`config.mk`:
```
export PLATFORM = sky130hd
export DESIGN_NAME = spi_flash_reader_flat
export DESIGN_NICKNAME = d
export VERILOG_FILES = /design/src/rtl/spi_flash_reader_if.sv /design/src/rtl/spi_flash_reader.sv /design/src/flat_wrapper.sv
export SDC_FILE = /design/constraint.sdc
export NUM_CORES = 1
export LEC_CHECK = 0
export CORE_UTILIZATION = 54
export CTS_BUF_LIST = sky130_fd_sc_hd__clkbuf_2
export DETAILED_ROUTE_END_ITERATION = 12
export PLACE_DENSITY = 0.76
export SYNTH_ARGS = -nofsm -noshare
export SYNTH_HDL_FRONTEND = slang
export SYNTH_SLANG_ARGS = --single-unit
```
`constraint.sdc`:
```
create_clock -name clk -period 2.55 [get_ports clk]
set_input_delay 0.51 -clock clk [delete_from_list [all_inputs] [get_ports clk]]
set_output_delay 0.51 -clock clk [all_outputs]
set_load 0.02 [all_outputs]
```
`src/rtl/spi_flash_reader_if.sv`:
```
// Host-side request/stream bundle of the SPI flash reader (start/addr/len in, bytes and status out).
interface spi_flash_reader_if;
    logic        start;
    logic [23:0] addr;
    logic [15:0] len;
    logic        data_ready;
    logic        busy;
    logic [7:0]  data_out;
    logic        data_valid;
    logic        done;

    // Handshake: start is a one-cycle request taken only while busy=0; data_valid and done are
    // one-cycle strobes; data_ready can hold the stream only when stalling is compiled in.
    modport master (
        output start, addr, len, data_ready,
        input  busy, data_out, data_valid, done
    );
    modport slave (
        input  start, addr, len, data_ready,
        output busy, data_out, data_valid, done
    );
endinterface

```
`src/rtl/spi_flash_reader.sv`:
```
// SPI mode-0 READ (0x03 + 24-bit address) master that streams len bytes out of a serial flash.
// Optional macro SPI_RD_STALL_EN: data_ready=0 at a byte boundary parks SCK low until it rises.
module spi_flash_reader #(
    parameter int CLK_DIV        = 2,
    parameter int GAP_CYCLES     = 8,
    parameter int DUMMY_BITS     = 1,
    parameter int CS_HIGH_CYCLES = 4
) (
    input  logic               clk,
    input  logic               rst_n,
    spi_flash_reader_if.slave  host,
    output logic               SCK,
    output logic               CSbar,
    output logic               DI,
    input  logic               DO,
    output logic [2:0]         dbg_state
);

    typedef enum logic [2:0] {
        S_IDLE  = 3'd0,
        S_CMD   = 3'd1,
        S_GAP   = 3'd2,
        S_DUMMY = 3'd3,
        S_DATA  = 3'd4,
        S_END   = 3'd5
    } state_t;

    state_t      state_q, state_d;
    logic [15:0] cnt_q;
    logic [31:0] bit_cnt_q;
    logic [15:0] bytes_left_q;
    logic [31:0] cmd_sr_q;
    logic [7:0]  rx_sr_q;
    logic [7:0]  data_out_q;
    logic        data_valid_q;
    logic        sck_q, cs_q, di_q, busy_q, done_q;
    logic        sck_d, cs_d, di_d, busy_d, done_d;

    logic        tick, shifting, stall, rise, fall, accept, empty_req;
    logic        cmd_last, dummy_last, data_last, gap_last, end_last, byte_last;
    logic [31:0] cmd_word;

    // Phase events; every SCK edge happens on a tick of the CLK_DIV divider.
    always_comb begin
        cmd_word   = {8'h03, host.addr};
        tick       = (cnt_q == 16'(CLK_DIV - 1));
        shifting   = (state_q == S_CMD) || (state_q == S_DUMMY) || (state_q == S_DATA);
        stall      = 1'b0;
`ifdef SPI_RD_STALL_EN
        stall      = (state_q == S_DATA) && !sck_q && (bit_cnt_q[2:0] == 3'd0) &&
                     (bit_cnt_q != 32'd0) && !host.data_ready;
`endif
        rise       = shifting && !sck_q && tick && !stall;
        fall       = shifting && sck_q && tick;
        accept     = (state_q == S_IDLE) && host.start && !busy_q;
        empty_req  = (host.len == 16'd0);
        cmd_last   = (state_q == S_CMD) && fall && (bit_cnt_q == 32'd31);
        dummy_last = (state_q == S_DUMMY) && fall && (bit_cnt_q == 32'(DUMMY_BITS - 1));
        data_last  = (state_q == S_DATA) && fall && (bytes_left_q == 16'd0);
        gap_last   = (state_q == S_GAP) && (cnt_q == 16'(GAP_CYCLES - 1));
        end_last   = (state_q == S_END) && (cnt_q == 16'(CS_HIGH_CYCLES - 1));
        byte_last  = (state_q == S_DATA) && rise && (bit_cnt_q[2:0] == 3'd7);
    end

    always_ff @(posedge clk or negedge rst_n) begin
        if (!rst_n) state_q <= S_IDLE;
        else        state_q <= state_d;
    end

    always_comb begin
        state_d = state_q;
        case (state_q)
            S_IDLE:  if (accept)     state_d = empty_req ? S_END : S_CMD;
            S_CMD:   if (cmd_last)   state_d = S_GAP;
            S_GAP:   if (gap_last)   state_d = (DUMMY_BITS == 0) ? S_DATA : S_DUMMY;
            S_DUMMY: if (dummy_last) state_d = S_DATA;
            S_DATA:  if (data_last)  state_d = S_END;
            S_END:   if (end_last)   state_d = S_IDLE;
            default:                 state_d = S_IDLE;
        endcase
    end

    // Next values of the registered pins and status; DI moves only on SCK falls.
    always_comb begin
        sck_d  = sck_q;
        cs_d   = cs_q;
        di_d   = di_q;
        busy_d = busy_q;
        done_d = 1'b0;
        if (accept) begin
            busy_d = 1'b1;
            done_d = empty_req;
            cs_d   = empty_req;
            di_d   = cmd_word[31] & !empty_req;
        end
        if (rise) sck_d = 1'b1;
        if (fall) begin
            sck_d = 1'b0;
            if (state_q == S_CMD) di_d = cmd_last ? 1'b0 : cmd_sr_q[31];
        end
        if (data_last) begin
            cs_d   = 1'b1;
            done_d = 1'b1;
        end
        if (end_last) busy_d = 1'b0;
    end

    always_ff @(posedge clk or negedge rst_n) begin
        if (!rst_n) begin
            sck_q  <= 1'b0;
            cs_q   <= 1'b1;
            di_q   <= 1'b0;
            busy_q <= 1'b0;
            done_q <= 1'b0;
        end else begin
            sck_q  <= sck_d;
            cs_q   <= cs_d;
            di_q   <= di_d;
            busy_q <= busy_d;
            done_q <= done_d;
        end
    end

    always_ff @(posedge clk or negedge rst_n) begin
        if (!rst_n) begin
            cnt_q        <= 16'd0;
            bit_cnt_q    <= 32'd0;
            bytes_left_q <= 16'd0;
            cmd_sr_q     <= 32'd0;
            rx_sr_q      <= 8'd0;
            data_out_q   <= 8'd0;
            data_valid_q <= 1'b0;
        end else begin
            data_valid_q <= 1'b0;

            // An empty request skips straight to the last END cycle so busy lasts one cycle.
            if (state_d != state_q)
                cnt_q <= (accept && empty_req) ? 16'(CS_HIGH_CYCLES - 1) : 16'd0;
            else if (stall)
                cnt_q <= cnt_q;
            else if (shifting && tick)
                cnt_q <= 16'd0;
            else if (state_q != S_IDLE)
                cnt_q <= cnt_q + 16'd1;

            if (state_d != state_q)
                bit_cnt_q <= 32'd0;
            else if (((state_q == S_CMD) || (state_q == S_DUMMY)) && fall)
                bit_cnt_q <= bit_cnt_q + 32'd1;
            else if ((state_q == S_DATA) && rise)
                bit_cnt_q <= bit_cnt_q + 32'd1;

            if (accept) begin
                bytes_left_q <= host.len;
                cmd_sr_q     <= {cmd_word[30:0], 1'b0};
            end else begin
                if (byte_last) bytes_left_q <= bytes_left_q - 16'd1;
                if ((state_q == S_CMD) && fall) cmd_sr_q <= {cmd_sr_q[30:0], 1'b0};
            end

            if ((state_q == S_DATA) && rise) rx_sr_q <= {rx_sr_q[6:0], DO};
            if (byte_last) begin
                data_out_q   <= {rx_sr_q[6:0], DO};
                data_valid_q <= 1'b1;
            end
        end
    end

    assign SCK             = sck_q;
    assign CSbar           = cs_q;
    assign DI              = di_q;
    assign host.busy       = busy_q;
    assign host.done       = done_q;
    assign host.data_out   = data_out_q;
    assign host.data_valid = data_valid_q;
    assign dbg_state       = state_q;

endmodule

```
`src/flat_wrapper.sv`:
```
// flat-port wrapper written by rule: the top's interface ports become plain ports
module spi_flash_reader_flat 
#(
    parameter int CLK_DIV        = 2,
    parameter int GAP_CYCLES     = 8,
    parameter int DUMMY_BITS     = 1,
    parameter int CS_HIGH_CYCLES = 4
)
  (clk, rst_n, SCK, CSbar, DI, DO, dbg_state, host_start, host_addr, host_len, host_data_ready, host_busy, host_data_out, host_data_valid, host_done);
  spi_flash_reader_if host_i ();
  input  logic clk;
  input  logic rst_n;
  output logic SCK;
  output logic CSbar;
  output logic DI;
  input  logic DO;
  output logic [2:0] dbg_state;
  input wire logic [$bits(host_i.start)-1:0] host_start;
  input wire logic [$bits(host_i.addr)-1:0] host_addr;
  input wire logic [$bits(host_i.len)-1:0] host_len;
  input wire logic [$bits(host_i.data_ready)-1:0] host_data_ready;
  output wire logic [$bits(host_i.busy)-1:0] host_busy;
  output wire logic [$bits(host_i.data_out)-1:0] host_data_out;
  output wire logic [$bits(host_i.data_valid)-1:0] host_data_valid;
  output wire logic [$bits(host_i.done)-1:0] host_done;
  assign host_i.start = host_start;
  assign host_i.addr = host_addr;
  assign host_i.len = host_len;
  assign host_i.data_ready = host_data_ready;
  assign host_busy = host_i.busy;
  assign host_data_out = host_i.data_out;
  assign host_data_valid = host_i.data_valid;
  assign host_done = host_i.done;
  spi_flash_reader #(.CLK_DIV(CLK_DIV), .GAP_CYCLES(GAP_CYCLES), .DUMMY_BITS(DUMMY_BITS), .CS_HIGH_CYCLES(CS_HIGH_CYCLES)) u_core (.clk(clk), .rst_n(rst_n), .host(host_i), .SCK(SCK), .CSbar(CSbar), .DI(DI), .DO(DO), .dbg_state(dbg_state));
endmodule
```
==> PnR_summary.wiki, run 1 <==
{| class="wikitable"
! Metric !! Value
|-
| Result of the run || complete, but fails checks
|-
| Violated checks || design-rule violations
|-
| Synthesized area per cell || a little over 9 um^2
|-
| FILL cells || ~900
|-
| Pin count of the biggest net entering global routing || 61
|-
| Fin nets || 858
|-
| Cells taking the most area after synthesis || sky130_fd_sc_hd__dfrtp_1 (45%), sky130_fd_sc_hd__nand2_1 (7.3%), sky130_fd_sc_hd__nor4_1 (5.5%), sky130_fd_sc_hd__nand4_1 (3.3%), sky130_fd_sc_hd__nor2_1 (2.7%)
|-
| Starting utilization of the core area || 0.561
|-
| Number of global-route vias before repair || 5,962
|-
| Total congestion overflow || 0
|-
| Final clock period utilization by the worst path || 0.962
|-
| Multi-input gate area || approximately 0.0033 mm^2
|-
| Post-Synth XOR/XNOR Area || 0.0376
|-
| Area share of the largest cell type after synthesis || 0.453
|-
| Synth warn || 0
|-
| Arrival time reported for the critical path endpoint || 3.06 ns
|-
| Net Count, Synth || ~770
|-
| Leakage power figure || 3.29 nW
|-
| Worst setup slack after layout || 0.0979 ns
|-
| Post-Synthesis Cell Area || 0.00652 mm^2
|-
| CTS H-Tree Depth || 4
|-
| Max-cap violations || 0
|-
| Clock network latency to the later pin of the worst-skew pair || 0.73 ns
|-
| First-pass DRT Iterations || 9
|-
| Number of primary I/O pins || 62
|-
| Share of synthesized area occupied by flip-flops and latches || 0.457
|-
| CTS clk-pin slew, worst paths || 0.20 ns
|-
| Final max-slew violation count || 0
|-
| Most used cell along the critical path || sky130_fd_sc_hd__nand4_1
|-
| Series of cell instances along the critical path || nand4_1 > nor4_2 > nand4_1 > buf_4 > or4_1 > a2111oi_1
|-
| DRC violations left || 1
|-
| Highest achievable clock rate || roughly 400 MHz
|-
| Relative max-transition margin || 0.578
|-
| Number of clock sinks || 119
|-
| Violation count after the first detailed-route iteration || 550
|-
| Number of setup violations in the final report || 0
|-
| Detailed Place HPWL || 11,600 um
|-
| Max IR drop VDD || approximately 0.00046 V
|-
| Async set or reset register ratio after synthesis || 1.00
|-
| Fraction of the mapped netlist area in compound gates || 0.127
|-
| Worst-case clock buffer depth || 2
|-
| Min-Delay Path Class || input pin to async pin
|-
| Pwr dens || 714 mW/mm^2
|-
| Worst Path Class, Setup || register to register
|-
| Worst setup timing slack at the placement stage || -0.232 ns
|-
| Largest area contributor in the netlist || sky130_fd_sc_hd__dfrtp_1
|-
| Synth Area in Simple Gates || 0.299
|-
| Antenna violations before repair || 0
|-
| Total global-route track usage || 0.290
|-
| Standard cell core area || 0.0116 mm^2
|-
| Inserted Clock Buffers || 17
|-
| Number of enable flip-flop cells after synthesis || 0
|-
| Fin crit period || 2.45 ns
|-
| Largest family of logic cells by synthesized area || simple AND/OR/NAND/NOR gates
|-
| Clock tree skew after final layout || 0.0398 ns
|-
| CTS Root Cell || sky130_fd_sc_hd__clkbuf_2
|-
| Flip-flop and latch area || about 0.003 mm^2
|-
| Core Rows || 39
|-
| Hold violation count in the final report || 0
|-
| Wirelength per Cell || around 18 um
|-
| Fraction of layout cells with a size suffix above 1 || 0.161
|-
| Final RePlAce weighted congestion || 0.902
|-
| Total via count after detailed routing || around 6.1k
|-
| Flip-flop and latch count after synthesis || 119
|-
| Antenna diode count || 0
|-
| Post-Synth Adder-Cell Area || 0.0134
|-
| Number of distinct standard cells referenced by the synthesized netlist || between 60 and 70
|-
| Peak per-stage delay on the critical path || 0.54 ns
|-
| Multiplexer fraction of the synthesized cell area || 0.0238
|-
| Required time at the endpoint of the critical path || 3.16 ns
|-
| Most frequently used flop master after synthesis || sky130_fd_sc_hd__dfrtp_1
|-
| Final routed wirelength across all metal layers || 17,200 um
|-
| Clock tree from TritonCTS || yes
|-
| Number of buffer cells added on primary ports || 60
|-
| Unrepaired setup endpoints after global routing || yes
|-
| Wire length of the first global-routing pass || 28,800 um
|-
| Die X || approximately 110 um
|-
| Crit end category || register
|-
| Number of instances in the synthesized netlist || 719
|-
| Final Power || 5.67 mW
|-
| Average via count per standard cell || 6.33
|-
| Area Overhead vs Synth || 22.0%
|-
| Number of nets still failing antenna checks after routing || 0
|-
| Critical Path Fanout Max || 7
|-
| Crit path max-delay cell type || sky130_fd_sc_hd__dfrtp_1
|-
| Kind of start point of the critical path || register
|-
| Least-Margin Pin Slew || 0.627 ns
|-
| Die Y-Extent || 112 um
|-
| Die area || 0.0125 mm^2
|}
-- Yosys cell counts (12+ instances only) --
master	count
sky130_fd_sc_hd__nor2_1	47
sky130_fd_sc_hd__xor2_1	13
sky130_fd_sc_hd__o21ai_0	21
sky130_fd_sc_hd__nand4_1	34
sky130_fd_sc_hd__nand3_1	24
sky130_fd_sc_hd__nand2_1	126
sky130_fd_sc_hd__clkbuf_1	32
sky130_fd_sc_hd__dfrtp_1	118
sky130_fd_sc_hd__a21oi_1	21
sky130_fd_sc_hd__xnor2_1	15
sky130_fd_sc_hd__nor4_1	57
sky130_fd_sc_hd__nor3_1	19
sky130_fd_sc_hd__a31oi_1	26
sky130_fd_sc_hd__inv_1	17
sky130_fd_sc_hd__mux2_2	12
-- registers in the layout, summed over array words and instances (netlist names) --
register,cells
u_core.host.done,1
u_core.SCK,1
u_core.dbg_state,3
u_core.host.data_out,8
u_core.cmd_sr_q,31
u_core.bytes_left_q,16
u_core.CSbar,1
u_core.bit_cnt_q,32
u_core.host.busy,1
u_core.host.data_valid,1
u_core.DI,1
u_core.rx_sr_q,7
u_core.cnt_q,16
-- area by class of cell --
type	count	share of cell area
multi-input cells	536	0.419
clock buffers	17	0.0107
clock inverters	15	0.0313
inverters	17	0.00802
well taps	143	0.0225
repair buffers	115	0.134
flip-flops and latches	119	0.375
-- layer usage --
metal | global-route usage | vias up | wire length [um]
met1 | 0.375 | 2983 | 7460
met2 | 0.472 | 231 | 8440
met5 | 0 | - | 0
met3 | 0.0713 | 30 | 981
met4 | 0.110 | 0 | 326
li1 | - | 2846 | -
-- metrics by stage --
| stage | hold slack (ns) | util | TNS, ns | std cells | area (um^2) |
|---|---|---|---|---|---|
| 2_1_floorplan | 0.214 | - | 0 | 719 | 6520 |
| 3_3_place_gp | 0.456 | 0.650 | -6.67 | 925 | 7550 |
| 3_5_place_dp | 0.463 | 0.650 | -9.16 | 925 | 7550 |
| 4_1_cts | 0.235 | 0.680 | 0 | 958 | 7890 |
| 5_1_grt | 0.244 | 0.685 | -0.0792 | 962 | 7950 |
| 6_report | 0.263 | 0.685 | 0 | 962 | 7950 |
-- cells by family after synthesis --
kind of cell    after synthesis
compound gates              119
mux                          14
flops                       119
buf+inv                      64
simple gates                368
fa+ha+maj                     7
xor+xnor                     28
-- repair_timing --
action	4_1_cts	5_1_grt
setup buffers	0	4
pin swaps	0	1
endpoints found under the setup margin	2	43
cloned	0	0
gates resized for setup	3	7
hold endpoints to repair	35	0
hold buffers	1	0
-- power breakdown --
| part | leakage [nW] | internal, mW | switching, mW | total (mW) |
|---|---|---|---|---|
| Combinational | 1.56 | 0.653 | 0.886 | 1.54 |
| Sequential | 1.54 | 2.24 | 0.256 | 2.50 |
| Clock | 0.185 | 0.847 | 0.791 | 1.64 |
| Total | 3.29 | 3.74 | 1.93 | 5.67 |
-- final timing paths --
path | start | endpoint | slack [ns] | cells after the start
setup / recovery | u_core.bit_cnt_q[9] | u_core.bit_cnt_q[29] | 0.1 | 6
hold / removal | rst_n | u_core.cnt_q[1] | 0.26 | 2
setup reg to reg | u_core.bit_cnt_q[9] | u_core.bit_cnt_q[29] | 0.1 | 6
hold reg to reg | u_core.host.data_out[0] | u_core.host.data_out[0] | 0.50 | 2
max in group asynchronous | rst_n | u_core.CSbar | 1.53 | 3
min in group clk | host_addr[1] | u_core.cmd_sr_q[2] | 0.32 | 3
-- cell usage in the layout (no fill, tap or decap), types with 18 or more instances in the layout --
cell type and n:
sky130_fd_sc_hd__a21oi_1 21, sky130_fd_sc_hd__a31oi_1 26, sky130_fd_sc_hd__buf_4 51, sky130_fd_sc_hd__clkdlybuf4s50_1 58
sky130_fd_sc_hd__dfrtp_1 113, sky130_fd_sc_hd__nand2_1 126, sky130_fd_sc_hd__nand3_1 24, sky130_fd_sc_hd__nand4_1 34
sky130_fd_sc_hd__nor2_1 47, sky130_fd_sc_hd__nor3_1 18, sky130_fd_sc_hd__nor4_1 54, sky130_fd_sc_hd__o21ai_0 21
-- critical path, delay by kind of cell (launching register included) --
kind	cells	cell delay, ns
AOI/OAI and AO/OA	1	0.41
and+or+nand+nor	4	1.20
buffers and inverters	1	0.19
DFF	1	0.54
Power figures use the tool's default switching activity.
==> run 2: changes to the inputs <==
--- a/config.mk
+++ b/config.mk
@@ -7,6 +7,7 @@
 export LEC_CHECK = 0
 export CORE_UTILIZATION = 54
 export CTS_BUF_LIST = sky130_fd_sc_hd__clkbuf_2
+export CTS_CLUSTER_DIAMETER = 150
 export DETAILED_ROUTE_END_ITERATION = 12
 export PLACE_DENSITY = 0.76
 export SYNTH_ARGS = -nofsm -noshare
==> results of run 2 <==
Final layout, timing and power as in run 1 (identical DEF).
==> run 3: changes to the inputs <==
--- a/config.mk
+++ b/config.mk
@@ -10,6 +10,7 @@
 export CTS_CLUSTER_DIAMETER = 150
 export DETAILED_ROUTE_END_ITERATION = 12
 export PLACE_DENSITY = 0.76
+export REMOVE_ABC_BUFFERS = 1
 export SYNTH_ARGS = -nofsm -noshare
 export SYNTH_HDL_FRONTEND = slang
 export SYNTH_SLANG_ARGS = --single-unit
==> run 3 against run 2 <==
Effect of this change: the run still ends with design-rule violations left; clock power shrank 23%; global-route usage shrank 0.86 points; via count shrank 1.5%; first-iteration DRC count shrank 14%; sequential power is essentially flat; sequential cell count is the same; non-clock buffer count grew 5; count of clock-buffer cells in the layout grew 1; cell count grew 0.52%.
==> PnR_summary.wiki, run 3 (synthesis gave the netlist of run 1 again) <==
{| class="wikitable"
! Metric !! Value
|-
| Non-filler cells in the finished layout || 967 (+0.52%)
|-
| Required time at the endpoint of the critical path || 3.12 ns (-0.04 ns)
|-
| Hold violation count in the final report || 0 (unchanged)
|-
| Max-cap violations || 0 (unchanged)
|-
| Length in cells of the worst reg-to-reg path || 6 (unchanged)
|-
| Least-Margin Pin Slew || 0.670 ns (+0.0434 ns)
|-
| Area Overhead vs Synth || 21.3%
|-
| CTS Root Cell || sky130_fd_sc_hd__clkbuf_2
|-
| Pin count of the biggest net entering global routing || 61 (unchanged)
|-
| Number of clock sinks || 119 (unchanged)
|-
| Pwr dens || 664 mW/mm^2 (-7.0%)
|-
| Highest achievable clock rate || 407 MHz (-0.13%)
|-
| Number of setup violations in the final report || 0 (unchanged)
|-
| Worst hold-check slack || 0.292 ns (+0.0289 ns)
|-
| Dpl cells || 931 (+0.65%)
|-
| Final Instance Area || 0.00791 mm^2 (-0.57%)
|-
| Arrival time reported for the critical path endpoint || 3.02 ns (-0.04 ns)
|-
| Antenna diode count || 0 (unchanged)
|-
| Die Y-Extent || 112 um (unchanged)
|-
| Number of primary I/O pins || 62 (unchanged)
|-
| Crit end category || register
|-
| Largest register FFs || 32 (unchanged)
|-
| Starting utilization of the core area || 0.561 (unchanged)
|-
| Leading cell types in the layout, fill and taps excluded || sky130_fd_sc_hd__nand2_1 (126), sky130_fd_sc_hd__dfrtp_1 (114), sky130_fd_sc_hd__clkdlybuf4s50_1 (57), sky130_fd_sc_hd__nor4_1 (56), sky130_fd_sc_hd__buf_4 (56)
|-
| Min-Delay Path Class || input pin to async pin
|-
| Number of buffer cells added on primary ports || 60 (unchanged)
|-
| Fin nets || 863 (+0.58%)
|-
| CTS clk-pin slew, worst paths || 0.18 ns (-0.02 ns)
|-
| Clock network latency to the later pin of the worst-skew pair || 0.69 ns (-0.04 ns)
|-
| Leakage power figure || 3.31 nW (+0.69%)
|-
| Top flop regs || u_core.bit_cnt_q (32), u_core.cmd_sr_q (31)
|-
| Commonest non-fill, non-tap cell in the layout || sky130_fd_sc_hd__nand2_1
|-
| Antenna violations before repair || 0 (unchanged)
|-
| First-pass DRT Iterations || 10 (+1)
|-
| Worst-case clock buffer depth || 2 (unchanged)
|-
| Relative max-transition margin || 0.549 (-0.0292)
|-
| Clock tree from TritonCTS || yes
|-
| Fraction of layout cells with a size suffix above 1 || 0.164 (+0.00266)
|-
| Final clock period utilization by the worst path || 0.963 (+0.00122)
|-
| Inserted Clock Buffers || 17 (unchanged)
|-
| Violated checks || design-rule violations
|-
| Detailed Place HPWL || 11,400 um (-1.8%)
|-
| Worst Path Class, Setup || register to register
|-
| Average via count per standard cell || 6.21 (-2.0%)
|-
| Clock tree skew after final layout || 0.0277 ns (-0.0121 ns)
|-
| Series of cell instances along the critical path || buf_4 > or3b_2 > a21boi_0 > o21ai_0 > o31a_1 > nor4_1
|-
| Total global-route track usage || 0.282 (-0.00859)
|-
| Fraction of the core area covered by cells at the end of the flow || 0.681 (-0.00388)
|-
| Kind of start point of the critical path || register
|-
| Placement-stage cell area || 0.00759 mm^2 (+0.50%)
|-
| Die area || 0.0125 mm^2 (unchanged)
|-
| Die X || 112 um (unchanged)
|-
| Max IR drop VDD || 0.000459 V (-0.29%)
|-
| Number of nets still failing antenna checks after routing || 0 (unchanged)
|-
| Wire length of the first global-routing pass || 28,200 um (-2.0%)
|-
| Total via count after detailed routing || 6,001 (-1.5%)
|-
| Final RePlAce weighted congestion || 0.914 (+1.3%)
|-
| Fin crit period || 2.46 ns (+0.00310 ns)
|-
| Critical Path Fanout Max || 8 (+1)
|-
| DRC violations left || 7 (+6)
|-
| Final Power || 5.25 mW (-7.5%)
|-
| Final routed wirelength across all metal layers || 16,600 um (-3.7%)
|-
| Wirelength per Cell || 17.1 um (-4.2%)
|-
| Peak per-stage delay on the critical path || 0.56 ns (+0.02 ns)
|-
| Register with the highest flop count || u_core.bit_cnt_q
|-
| Standard cell core area || 0.0116 mm^2 (unchanged)
|-
| Core Rows || 39 (unchanged)
|-
| Total congestion overflow || 0 (unchanged)
|-
| Result of the run || complete, but fails checks
|-
| Violation count after the first detailed-route iteration || 474 (-14%)
|-
| Final max-slew violation count || 0 (unchanged)
|-
| Crit path max-delay cell type || sky130_fd_sc_hd__a21boi_0
|-
| CTS H-Tree Depth || 4 (unchanged)
|-
| Number of global-route vias before repair || 5,796 (-2.8%)
|}
==> run 3: area by class of cell <==
class / instances / area, um^2
Clock buffer: 18 / 90.1
Multi-Input combinational cell: 536 / 3330
Clock inverter: 14 / 159
Inverter: 17 / 63.8
Timing Repair Buffer: 120 / 1110
Tap cell: 143 / 179
Fill cell: 938 / 3710
Sequential cell: 119 / 2980
==> run 3: worst paths after layout <==
| path | slack, ns | end | from |
|---|---|---|---|
| min reg2reg | 0.49 | u_core.host.data_out[7] | u_core.host.data_out[7] |
| max reg2reg | 0.09 | u_core.cnt_q[7] | u_core.dbg_state[1] |
| max | 0.09 | u_core.cnt_q[7] | u_core.dbg_state[1] |
| min | 0.29 | u_core.cnt_q[2] | rst_n |
| min in group clk | 0.35 | u_core.host.data_out[0] | DO |
| max in group asynchronous | 1.54 | u_core.CSbar | rst_n |
==> run 3: what timing repair did <==
action | in CTS | in global routing
endpoints found under the hold margin | 32 | 0
hold buffers | 1 | 0
buffers inserted | 0 | 3
pin swaps | 0 | 0
endpoints found under the setup margin | 2 | 54
gates resized for setup | 2 | 10
==> run 3: critical path, delay by kind of cell, from the launching register on <==
family	cells	cell delay, ns
buf+inv	1	0.17
compound gates	3	1.29
simple gates	2	0.36
flops	1	0.51
==> run 3: stage by stage <==
stage / TNS [ns] / setup WS [ns]
floorplan: -103.64 / -1.71
global placement: -10.31 / -0.234
detailed placement: -9.51 / -0.226
CTS: 0 / 0.00770
global route: -0.0125 / -0.0125
finish: 0 / 0.0948
==> run 3: power by group <==
part / internal [mW] / switching, mW
clock: 0.540 / 0.725
sequential: 2.24 / 0.282
combinational: 0.628 / 0.833
total: 3.41 / 1.84
==> run 3: layer usage <==
metal | vias up | routed length (um) | track usage
li1 | 2851 | - | -
met1 | 2919 | 7330 | 0.378
met3 | 32 | 924 | 0.0626
met5 | - | 0 | 0
met4 | 0 | 297 | 0.0937
met2 | 199 | 8020 | 0.453
